===== src/rtl/mem_arbiter.sv =====
// Shared-memory arbiter between the I-cache read path and the D-cache read/write path.
// One transaction at a time; D has priority, and a starvation counter eventually lets I through.
module mem_arbiter #(
   parameter int STARVE_LIMIT = 4,
   parameter int TIMEOUT      = 31
) (
   input  logic        clk,
   input  logic        rst,
   input  logic        i_req,
   input  logic [15:0] i_addr,
   output logic        i_done,
   output logic [15:0] i_rdata,
   output logic        i_stall,
   input  logic        d_req,
   input  logic        d_wr,
   input  logic [15:0] d_addr,
   input  logic [15:0] d_wdata,
   output logic        d_done,
   output logic [15:0] d_rdata,
   output logic        d_stall,
   output logic        mem_rd,
   output logic        mem_wr,
   output logic [15:0] mem_addr,
   output logic [15:0] mem_wdata,
   input  logic [15:0] mem_rdata,
   input  logic        mem_done,
   output logic        err,
   output logic [1:0]  dbg_state
);

   typedef enum logic [1:0] {
      IDLE = 2'd0,
      BUSY = 2'd1,
      RESP = 2'd2
   } state_t;

   localparam logic [3:0] STARVE_MAX = 4'(STARVE_LIMIT);
   localparam logic [7:0] TMO_MAX    = 8'(TIMEOUT);

   // Handshake: a requester holds req (and its address/data) until it sees its done pulse,
   // then drops or re-presents req on the following cycle; the arbiter latches on grant.
   state_t      state, next_state;
   logic        owner;
   logic        wr_lat;
   logic [15:0] addr_lat;
   logic [15:0] wdata_lat;
   logic [3:0]  starve_cnt;
   logic [7:0]  tmo_cnt;
   logic [7:0]  tmo_next;
   logic        any_req;
   logic        grant_d;
   logic        timeout_hit;

   assign any_req     = i_req | d_req;
   assign grant_d     = d_req & (~i_req | (starve_cnt != STARVE_MAX));
   assign tmo_next    = tmo_cnt + 8'd1;
   assign timeout_hit = ~mem_done & (tmo_next == TMO_MAX);

   always_ff @(posedge clk or posedge rst) begin
      if (rst) state <= IDLE;
      else     state <= next_state;
   end

   always_comb begin
      next_state = state;
      case (state)
         IDLE:    if (any_req) next_state = BUSY;
         BUSY:    if (mem_done || timeout_hit) next_state = RESP;
         RESP:    next_state = IDLE;
         default: next_state = IDLE;
      endcase
   end

   always_ff @(posedge clk or posedge rst) begin
      if (rst) begin
         owner      <= 1'b0;
         wr_lat     <= 1'b0;
         addr_lat   <= 16'h0000;
         wdata_lat  <= 16'h0000;
         starve_cnt <= 4'd0;
         tmo_cnt    <= 8'd0;
         err        <= 1'b0;
         i_rdata    <= 16'h0000;
         d_rdata    <= 16'h0000;
      end else begin
         case (state)
            IDLE: begin
               if (any_req) begin
                  owner     <= grant_d;
                  wr_lat    <= grant_d & d_wr;
                  addr_lat  <= grant_d ? d_addr : i_addr;
                  wdata_lat <= grant_d ? d_wdata : 16'h0000;
                  tmo_cnt   <= 8'd0;
                  // Only a contested win by D counts toward starving I.
                  if (!grant_d)
                     starve_cnt <= 4'd0;
                  else if (i_req && starve_cnt != STARVE_MAX)
                     starve_cnt <= starve_cnt + 4'd1;
               end
            end
            BUSY: begin
               if (mem_done) begin
                  if (owner) d_rdata <= wr_lat ? 16'h0000 : mem_rdata;
                  else       i_rdata <= mem_rdata;
               end else begin
                  tmo_cnt <= tmo_next;
                  if (timeout_hit) begin
                     err <= 1'b1;
                     if (owner) d_rdata <= 16'h0000;
                     else       i_rdata <= 16'h0000;
                  end
               end
            end
            default: ;
         endcase
      end
   end

   assign mem_rd    = (state == BUSY) & ~wr_lat;
   assign mem_wr    = (state == BUSY) & wr_lat;
   assign mem_addr  = addr_lat;
   assign mem_wdata = wdata_lat;
   assign i_done    = (state == RESP) & ~owner;
   assign d_done    = (state == RESP) & owner;
   assign i_stall   = i_req & ~i_done;
   assign d_stall   = d_req & ~d_done;
   assign dbg_state = state;

endmodule


===== config.mk =====
export PLATFORM = sky130hd
export DESIGN_NAME = mem_arbiter
export DESIGN_NICKNAME = d
export VERILOG_FILES = /design/src/rtl/mem_arbiter.sv
export SDC_FILE = /design/constraint.sdc
export NUM_CORES = 1
export LEC_CHECK = 0
export BUFFER_PORTS_ARGS = -buffer_cell sky130_fd_sc_hd__buf_4
export CAP_MARGIN = 25
export CORE_UTILIZATION = 44
export CTS_CLUSTER_DIAMETER = 150
export DETAILED_ROUTE_END_ITERATION = 10
export GPL_ROUTABILITY_DRIVEN = 0
export PLACE_DENSITY = 0.87
export SLEW_MARGIN = 15
export SYNTH_ARGS = -nofsm -noshare
export SYNTH_HDL_FRONTEND = slang
export SYNTH_SLANG_ARGS = --single-unit

===== constraint.sdc =====
create_clock -name clk -period 2.4 [get_ports clk]
set_clock_uncertainty 0.15 [all_clocks]
set_input_delay 0.12 -clock clk [delete_from_list [all_inputs] [get_ports clk]]
set_output_delay 0.12 -clock clk [all_outputs]
set_load 0.02 [all_outputs]

==> summary.md <==
| Metric | Value |
|---|---|
| Routed Antenna Nets | `0` |
| Diodes inserted | `0` |
| Boundary pin count | `roughly 140` |
| Clock sinks | `81` |
| Sequential-to-total area share from yosys stat | `0.548` |
| CP cell instances | `inv_1 -> ha_1 -> nand4b_1 -> nand2_2 -> mux2i_1 -> o21ai_0` |
| Initial antenna violation count | `0` |
| Crit end category | `flop` |
| RSZ-0062 raised after global routing | `false` |
| Layout cell share with drive strength beyond 1 | `0.295` |
| Post-DR vias/cell | `5.42` |
| Tightest Pin Transition | `between 700 and 800 ps` |
| Largest family of logic cells by synthesized area | `compound AO/OA/AOI/OAI gates` |
| WL final | `11.5 mm` |
| Top cell type by total area after synthesis | `dfrtp_1` |
| CP max FO | `25` |
| Pint | `roughly 3.9 mW` |
| Reg area | `approximately 2000 um^2` |
| Post-synthesis mux area share | `0.0433` |
| Die width | `roughly 94 um` |
| Max cap viols | `0` |
| Area Growth Syn to Fin | `56.4%` |
| FFs w/ async S/R, synth | `1.00` |
| First-pass GRT wire length | `18.6 mm` |
| Worst EP arrival | `roughly 2100 ps` |
| Maximum clock rate | `~490 MHz` |
| Netlist cell types | `36` |
| # nets final | `669` |
| Tightest slew margin relative to the limit | `0.511` |
| Net Sw Frac | `0.423` |
| Pin count of the biggest net entering global routing | `between 50 and 60` |
| Crit path required time | `~2500 ps` |
| Avg Cell Area, Syn | `9.58 um^2` |
| Max Root-Sink Buffers | `2` |
| CTS clock-pin slew for the worst setup and hold paths | `100 ps` |
| Initial core utilization | `0.452` |
| Final min period | `roughly 2100 ps` |
| Area of the mapped netlist | `3700 um^2` |
| Synth Area in Compound Gates | `0.193` |
| Leakage power | `approximately 2.8 nW` |
| Final Util | `0.707` |
| Sequential share of power | `0.358` |
| Synth area leaders | `dfrtp_1, nand2_1, o21ai_0` |
| Power Density | `about 1200 nW/um^2` |
| Synth Flop Type | `dfrtp_1` |
| Slew Limit Fails | `0` |
| Final period util | `0.855` |
| Initial DRC Count | `~300` |
| Die H | `between 90 and 100 um` |
| Global route overflow | `0` |
| Clk Latency, worst-skew pair | `360 ps` |
| # resized after CTS | `0` |
| Number of global-route vias before repair | `about 3900` |
| Final Instance Area | `roughly 5800 um^2` |
| Worst setup slack after layout | `between 300 and 400 ps` |
| Status | `finished, final reports clean` |
| Footprint of the multi-input gates | `between 1500 and 2000 um^2` |
| GRT Overall Usage | `0.274` |
| Yosys warning count | `0` |
| Drt drc | `0` |
| Rows | `33` |
| Worst stage delay on the critical path | `530 ps` |
| Via Count | `around 3800` |
| CP max stage cell | `nand2_2` |
| Yosys top cell area share | `0.548` |
| Synth cell count leaders | `nand2_1, dfrtp_1, o21ai_0` |
| Fillers | `534` |
| Most frequent cell after synthesis | `nand2_1` |
| IO Port Bufs | `between 100 and 150` |
| Setup CP Type | `reg -> reg` |
| Setup TNS | `0 ps` |
| HP Class | `in -> reg` |
| Power Total | `~6.7 mW` |
| Power share of the clock group | `0.157` |
| Logic gate share of total power | `0.484` |
| Post-Synth Adder-Cell Area | `0.0135` |
| DP Area | `between 4000 and 5000 um^2` |
| Die area | `~9000 um^2` |
| TritonCTS Buffers | `9` |
| Worst VDD drop | `0.000693 V` |
| CTS tree | `yes` |
| Syn Inst Count | `around 390` |
| Fraction of synthesized cell area in xor and xnor cells | `0.00711` |
| CORE AREA | `8180 um^2` |
| EDFF count, synth | `0` |
| Final setup fails | `0` |
| Synth Area in Simple Gates | `0.156` |
| CTS H-Tree Depth | `3` |
| Yosys reg bits | `81` |
| Setup Buffers After CTS | `0` |
| Setup WS pre-CTS | `362 ps` |
| Psw | `between 2 and 3 mW` |
| Syn nets | `460` |
| Post-detail-place hpwl | `around 6.9 mm` |
| Final Hold Fails | `0` |
| Root Driver | `clkbuf_8` |
| Cts-stage hold buffer count | `68` |
| Routed len/inst | `16.3 um` |
| DR pass1 iterations | `5` |
| Setup crit start kind | `flop` |
[area by class of cell]
class                           instances  share of cell area
Timing Repair Buffer                  221               0.321
Tap cell                              105              0.0227
Inverter                                5             0.00346
Sequential cell                        81               0.351
Multi-Input combinational cell        277               0.266
Clock inverter                          6              0.0126
Clock buffer                           10              0.0238
[power by group through the flow]
stage	Clock, mW	Sequential, mW	Combinational (mW)
after global routing	1.13	2.47	3.51
after CTS	1.07	2.37	3.16
after global placement	0	2.36	2.97
after floorplan	0	2.95	1.16
after detailed placement	0	2.39	3.08
final	1.05	2.40	3.24
[metal layers]
layer | up-vias | global-route usage | part of all wire | wire length, um
met5 | - | 0 | 0 | 0
met4 | 0 | 0.0872 | 0.019 | 219
met2 | 221 | 0.464 | 0.49 | 5650
met3 | 22 | 0.0744 | 0.091 | 1050
met1 | 1820 | 0.339 | 0.40 | 4580
li1 | 1758 | - | - | -
[flip-flops by register name, indices dropped and copies added (netlist names)]
signal and count:
mem_wdata 16, err 1, starve_cnt 4, wr_lat 1
i_rdata 16, dbg_state 2, tmo_cnt 8, d_rdata 16
mem_addr 16, owner 1
[cells in the final DEF, fill, tap and decap left out, types with 2 or more instances in the layout]
cell type      Yosys  routed
xor2_1             2       2
dfrtp_1           81      81
o21ai_0           54      54
nand2b_1           3       3
nand2_1           95      95
clkbuf_8           0      10
nand4_1            2       2
nand3_1            5       5
clkinv_4           0       2
nor3_2             2       2
dlygate4sd3_1      0      68
o31ai_1            2       2
a21o_1             2       2
inv_1              4       3
nor2b_1            2       2
and3_1             2       2
buf_4              0     151
o21a_1             2       2
o21ai_1           29      28
a22oi_1           32      32
inv_6              0       2
nor2_1             9       9
ha_1               4       4
mux2i_1           16      16
buf_12             0       2
nand2_2            2       2
[path summary, 6_finish.rpt]
check	startpoint	to	slack [ps]	cells after the start
setup / recovery	starve_cnt[0]$_DFFE_PP0P_	mem_addr[15]$_DFFE_PP0P_	350	6
hold reg to reg	err$_DFFE_PP0P_	err$_DFFE_PP0P_	340	1
setup reg to reg	starve_cnt[0]$_DFFE_PP0P_	mem_addr[15]$_DFFE_PP0P_	350	6
min in group asynchronous	rst	d_rdata[1]$_DFFE_PP0P_	230	3
hold / removal	d_req	dbg_state[0]$_DFFE_PP0P_	10	3
max in group asynchronous	rst	starve_cnt[2]$_DFFE_PP0P_	1200	4
[kinds of logic (layout without fill, tap and decap cells)]
logic type / after synthesis / after routing
xor gates and xnor gates: 3 / 3
adders and majority gates: 4 / 4
DFF: 81 / 81
muxes: 16 / 16
AOI/OAI and AO/OA: 123 / 123
buffers and inverters: 28 / 242
and+or+nand+nor: 131 / 131
[metrics by stage]
| step | cells | hold WS (ps) |
|---|---|---|
| after floorplan | 386 | 101 |
| after global placement | 620 | 54.9 |
| after detailed placement | 620 | 63.6 |
| after CTS | 704 | 10.6 |
| after global routing | 705 | 44.2 |
| final | 705 | 9.57 |
[critical path, delay by kind of cell (launching register included)]
kind / cells / cell delay [ps]
compound gates: 1 / 120
fa+ha+maj: 1 / 140
buf+inv: 1 / 90
flops: 1 / 430
mux: 1 / 270
simple gates: 2 / 690
Note: power is estimated with default switching activity, not from simulation.
